<file path="src/rtl/mem_port_arbiter_pkg.sv">
// Shared pipeline package: memory arbiter state type and arbitration helper.
package mem_port_arbiter_pkg;

    typedef enum logic [1:0] {
        ARB_IDLE  = 2'd0,
        ARB_FETCH = 2'd1,
        ARB_DATA  = 2'd2
    } arb_state_t;

    localparam logic [3:0] FETCH_BYTEENABLE = 4'hF;
    localparam logic [31:0] PERF_COUNT_MAX  = 32'hFFFF_FFFF;

    // On a tie the port that did not win last time is chosen.
    function automatic arb_state_t arb_pick(input logic fetch_req, input logic data_req,
                                            input arb_state_t last_grant);
        arb_state_t pick;
        pick = ARB_IDLE;
        if (fetch_req && data_req) begin
            pick = (last_grant == ARB_DATA) ? ARB_FETCH : ARB_DATA;
        end else if (data_req) begin
            pick = ARB_DATA;
        end else if (fetch_req) begin
            pick = ARB_FETCH;
        end
        return pick;
    endfunction

endpackage

</file>
<file path="src/rtl/mem_port_arbiter_perf_counter.sv">
// Saturating 32-bit event counter used for arbiter performance statistics.
module mem_arb_perf_counter
    import mem_port_arbiter_pkg::*;
(
    input  logic        clk,
    input  logic        reset,
    input  logic        enable,
    output logic [31:0] count
);

    logic [31:0] count_q;

    always_ff @(posedge clk) begin
        if (reset) begin
            count_q <= 32'd0;
        end else if (enable && (count_q != PERF_COUNT_MAX)) begin
            count_q <= count_q + 32'd1;
        end
    end

    assign count = count_q;

endmodule

</file>
<file path="src/rtl/mem_port_arbiter.sv">
// Fetch/data arbiter onto one Avalon-style memory port.
// Optional perf counters are built when MEM_ARB_PERF_EN is defined.
module mem_port_arbiter
    import mem_port_arbiter_pkg::*;
(
    input  logic        clk,
    input  logic        reset,

    input  logic        if_req,
    input  logic [31:0] if_addr,
    output logic [31:0] if_rdata,
    output logic        if_ready,

    input  logic        d_read,
    input  logic        d_write,
    input  logic [31:0] d_addr,
    input  logic [3:0]  d_byteenable,
    input  logic [31:0] d_wdata,
    output logic [31:0] d_rdata,
    output logic        d_ready,

    output logic [31:0] avm_address,
    output logic        avm_read,
    output logic        avm_write,
    output logic [31:0] avm_writedata,
    output logic [3:0]  avm_byteenable,
    input  logic        avm_waitrequest,
    input  logic [31:0] avm_readdata,

    output logic        fetch_mem_sel
`ifdef MEM_ARB_PERF_EN
    ,
    output logic [31:0] perf_fetch_wait,
    output logic [31:0] perf_data_busy
`endif
);

    arb_state_t state_q, state_d;
    arb_state_t last_grant_q, last_grant_d;

    always_ff @(posedge clk) begin
        if (reset) begin
            state_q      <= ARB_IDLE;
            last_grant_q <= ARB_FETCH;
        end else begin
            state_q      <= state_d;
            last_grant_q <= last_grant_d;
        end
    end

    always_comb begin
        state_d        = state_q;
        last_grant_d   = last_grant_q;
        avm_read       = 1'b0;
        avm_write      = 1'b0;
        avm_address    = d_addr;
        avm_byteenable = d_byteenable;
        avm_writedata  = d_wdata;
        if_ready       = 1'b0;
        d_ready        = 1'b0;

        unique case (state_q)
            ARB_IDLE: begin
                state_d = arb_pick(if_req, d_read | d_write, last_grant_q);
                if (state_d != ARB_IDLE) begin
                    last_grant_d = state_d;
                end
            end
            ARB_FETCH: begin
                avm_read       = 1'b1;
                avm_address    = if_addr;
                avm_byteenable = FETCH_BYTEENABLE;
                if_ready       = ~avm_waitrequest;
                if (!avm_waitrequest) begin
                    state_d = ARB_IDLE;
                end
            end
            ARB_DATA: begin
                // A write wins when the requester raises both strobes.
                avm_write = d_write;
                avm_read  = d_read & ~d_write;
                d_ready   = ~avm_waitrequest;
                if (!avm_waitrequest) begin
                    state_d = ARB_IDLE;
                end
            end
            default: begin
                state_d = ARB_IDLE;
            end
        endcase
    end

    assign if_rdata      = avm_readdata;
    assign d_rdata       = avm_readdata;
    assign fetch_mem_sel = (state_q != ARB_DATA);

`ifdef MEM_ARB_PERF_EN
    mem_arb_perf_counter u_fetch_wait_ctr (
        .clk    (clk),
        .reset  (reset),
        .enable (if_req & ~if_ready),
        .count  (perf_fetch_wait)
    );

    mem_arb_perf_counter u_data_busy_ctr (
        .clk    (clk),
        .reset  (reset),
        .enable (state_q == ARB_DATA),
        .count  (perf_data_busy)
    );
`endif

endmodule

</file>
<file path="config.mk">
export PLATFORM = sky130hd
export DESIGN_NAME = mem_port_arbiter
export DESIGN_NICKNAME = d
export VERILOG_FILES = /design/src/rtl/mem_port_arbiter_pkg.sv /design/src/rtl/mem_port_arbiter_perf_counter.sv /design/src/rtl/mem_port_arbiter.sv
export SDC_FILE = /design/constraint.sdc
export NUM_CORES = 1
export LEC_CHECK = 0
export ABC_CLOCK_PERIOD_IN_PS = 1300
export BUFFER_PORTS_ARGS = -buffer_cell sky130_fd_sc_hd__buf_2
export CAP_MARGIN = 20
export CORE_AREA = 5 5 103 105
export CTS_CLUSTER_SIZE = 10
export DETAILED_ROUTE_END_ITERATION = 16
export DIE_AREA = 0 0 108 110
export SYNTH_ARGS = -nofsm -noshare
export SYNTH_HDL_FRONTEND = slang
export SYNTH_SLANG_ARGS = --single-unit
</file>
<file path="constraint.sdc">
create_clock -name clk -period 1.3 [get_ports clk]
set_input_delay 0.13 -clock clk [delete_from_list [all_inputs] [get_ports clk]]
set_output_delay 0.13 -clock clk [all_outputs]
set_load 0.01 [all_outputs]
</file>
==> results.md <==
- The critical hold path startpoint is reset.
- The instance count along the most critical hold path is 2.
- In this run the critical register-to-register path is launched from state_q[0].
- Across all setup checks in the final design, the least slack found is -298 ps.
- The longest clock path from root to sink contains 2 buffers.
- From synthesis to final layout, the design area changed by 38.6%.
- For hold timing, the worst endpoint is state_q[1].
- The critical path startpoint category is a flip-flop.
- The largest single stage delay on the critical path is 320 ps.
- The via count of the first global-routing pass came to 1209.
- The final count of hold timing violations was 0.
- Summing every instance area after synthesis gives 1470 um^2.
- The die is around 110 um tall.
- The later pin in the worst-skew pair is clocked with a latency of 210 ps.
- After detailed routing, the number of vias per cell comes to 3.58.
- Synthesis inferred 4 register bits.
- The hold slack is 124 ps.
- Setup violations remaining at the end of the flow were counted as 40.
- The number of cells on the worst reg-to-reg path is 5.
- The final route contains between 1000 and 1500 vias.
- The most numerous cell on the critical path is buf_6.
- Along the worst path, the maximum fanout reaches 4.
- The average instance area after synthesis is 8.72 um^2.
- The total global-route track usage is approximately 7.2%.
- After clock tree synthesis, the clock-pin slew on the worst setup and hold paths is around 30 ps.
- The post-synthesis sequential area ratio is approximately 5.4%.
- The average routed wire per standard cell is 16.2 um.
- During placement, the flow inserted port buffers numbering 114.
- The fraction of layout instances using a drive strength above 1 is 89.0%.
- The final period demand of the worst path is 1600 ps.
- The count of flip-flops with a built-in enable after synthesis is 0.
- The number of unique standard cell types used by synthesis is 25.
- The final core utilization is 21.4%.
- The internal reg-to-reg setup slack is approximately 30 ps.
- The total overflow left after global routing is 0.
- The number of antenna violations at the first check in global routing is 1.
- The first detailed-routing pass ran for 4 iterations.
- Static timing analysis puts the maximum clock frequency at 626 MHz.
- The critical path class is reg2out.
- The initial utilization of the core area, before any placement, comes to between 15 and 20%.
- Measured against its own limit, the worst slew margin works out to 87.4%.
- The most used flip-flop cell after synthesis is dfxtp_1.
- For this design, the sink count on the clock tree is 4.
- The reg-to-reg endpoint is state_q[1].
- Dividing total power by cell area gives a power density of roughly 580 nW/um^2.
- Row generation in the floorplan step produced 36 rows.
- The finished cells cover a little over 2000 um^2.
- The worst-case IR drop observed on VDD is 0.252 mV.
- The final-layout fill cell count is 1041.
- The flow ran to the end, but the final reports show violations.
- The synthesized netlist net count is 310.
- The worst setup path is captured at an output port.
- Entering global routing, the biggest net connects 18 pins.
- STA puts the critical path data arrival time at 1470 ps.
- In this run the worst hold path is classified as in2reg.
- The clock buffer count from CTS is 3.
- The first-pass GRT wire length is around 6.4 mm.
- The footprint of the multi-input gates is a little over 700 um^2.
- The global placer's final weighted congestion is 0.642.
- Sorting the synthesized cells by area gives the leading types as buf_4 (49%), mux2_4 (15%), mux2_2 (13%), dfxtp_1 (5.4%), ha_1 (2.5%).
- Between clock sinks in the finished design, the worst skew comes to 0.107 ps.
- Sorting the synthesized cells by how often they occur yields buf_4 (96), mux2_2 (17), mux2_4 (15).
- The number of max-slew violations in the final report is 0.
- From left edge to right edge, the die measures 108 um.
- After the first detailed-routing iteration, the DRC count stood at 40.
- The total of hold buffers inserted after clock tree synthesis is 0.
- Summing all placed instances gives a cell area of 1510 um^2.
- The die covers 11900 um^2.
- Synthesis produced 169 cells.
- The final critical path takes up 123% of the cycle.
- The most common cell in the netlist is buf_4.
- The most area-hungry cell type in the Yosys netlist is buf_4.
- In this run the remaining antenna-violating nets after routing total 0.
- The cell at the slowest stage of the critical path is dfxtp_2.
- The sum of net half-perimeters after detailed placement is approximately 4.1 mm.
- Data on the critical path is required at its endpoint by 1170 ps.
- Pin placement for this block handled 275 I/O pins.
- Setup repair after global routing could not meet its margin everywhere.
- The DRC violation count after routing is 0.
- In this run the number of H-tree levels came out at 1.
- The count of max-cap constraint violations is 0.
- The actual slew at the worst max-slew pin is 184 ps.
- The critical path goes through inv_2 > ha_4 > buf_6 > clkbuf_16 > mux2_4 > buf_6.
- The share of flip-flops with an asynchronous set or reset is 0%.
- TritonCTS built the clock tree.
- The reported leakage power is 0.000986 uW.
- The floorplan step defined a core boundary enclosing 9550 um^2.
- The sequential cells in the finished layout cover a total of 85.1 um^2.
- At the end of the flow, the number of nets in the layout was 343.
- After detailed routing, the total wire length is 5.41 mm.
- The master cell of the clock root buffer is clkbuf_8.
- The share of synthesized area in the top cell type comes to 48.9%.
- After routing, the total negative slack on setup checks comes to -10310 ps.
- The final reports fail on negative setup slack.
- During synthesis, Yosys emitted a total of 0 warnings.
==> state kept, by name (all words and copies together), names as in the netlist <==
signal	flops
state_q	2
last_grant_q	2
==> layer usage <==
layer  track usage (%)  share of wire (%)
met1              6.31                 30
met2              13.7                 52
met3              2.68                 14
met4              4.69                3.8
met5                 0                  0
==> metrics by stage <==
| step | power, uW | cells | setup WS, ps |
|---|---|---|---|
| 2_1_floorplan | 738 | 169 | 6.51 |
| 3_3_place_gp | 676 | 322 | -115 |
| 3_5_place_dp | 690 | 322 | -158 |
| 4_1_cts | 1110 | 329 | -331 |
| 5_1_grt | 1250 | 334 | -355 |
| 6_report | 1180 | 334 | -298 |
==> cell families (layout without fill, tap and decap cells) <==
group / after synthesis / count (layout) / share of synthesized area, %
buffers and inverters: 104 / 135 / 52.5
other: 0 / 1 / 0
AO/OA/AOI/OAI: 9 / 9 / 4.41
AND/OR/NAND/NOR: 16 / 16 / 6.11
flip-flops: 4 / 4 / 5.43
adder cells (fa/ha/maj): 3 / 3 / 2.55
multiplexers: 33 / 33 / 28.9
==> where the power goes <==
group	internal [uW]	switching (uW)	total (uW)
Combinational	482	284	766
Clock	197	58.9	256
Sequential	140	17.2	157
Total	818	361	1180
==> worst max-delay path: cells and delay by family, from the launching register on <==
| family | cells | cell delay [ps] |
|---|---|---|
| muxes | 1 | 300 |
| adders and majority gates | 1 | 180 |
| buffers and inverters | 4 | 450 |
| DFF | 1 | 320 |
==> layout make-up <==
cell class / instances / share of cell area (%)
flip-flops and latches: 4 / 4.16
multi-input cells: 61 / 34.6
clock buffers: 3 / 2.02
inverters: 4 / 0.980
diodes: 1 / 0.122
well taps: 133 / 8.14
repair buffers: 128 / 50.0
==> worst max-delay path by stage <==
stage	start	endpoint	slack, ps	cells past startpoint
3_5_place_dp	state_q[1]	avm_address[30]	-160	5
4_1_cts	state_q[1]	avm_address[26]	-330	5
5_1_grt	state_q[1]	avm_address[26]	-350	6
3_3_place_gp	state_q[1]	avm_address[0]	-110	5
2_1_floorplan	state_q[1]	avm_address[10]	7	5
6_report	state_q[1]	avm_address[27]	-300	6
==> cell usage in the layout (no fill, tap or decap), types with 2 or more instances in the layout <==
| cell type | netlist | routed |
|---|---|---|
| mux2_2 | 17 | 7 |
| clkbuf_8 | 0 | 3 |
| buf_12 | 0 | 2 |
| ha_4 | 0 | 3 |
| buf_6 | 3 | 38 |
| nor2b_1 | 2 | 2 |
| dfxtp_1 | 4 | 2 |
| or2_4 | 0 | 4 |
| clkbuf_16 | 0 | 3 |
| mux2_4 | 15 | 25 |
| buf_16 | 0 | 2 |
| buf_4 | 96 | 3 |
| nand3_1 | 2 | 2 |
| nand2_1 | 2 | 2 |
| buf_2 | 1 | 80 |
| inv_4 | 0 | 2 |
| nor2_1 | 4 | 3 |
==> timing repair <==
action	4_1_cts	5_1_grt
setup buffers	3	1
endpoints found under the setup margin	42	42
pin swaps	6	6
hold endpoints to repair	0	0
resized for setup	49	20
cloned	2	3
Power figures use the tool's default switching activity.
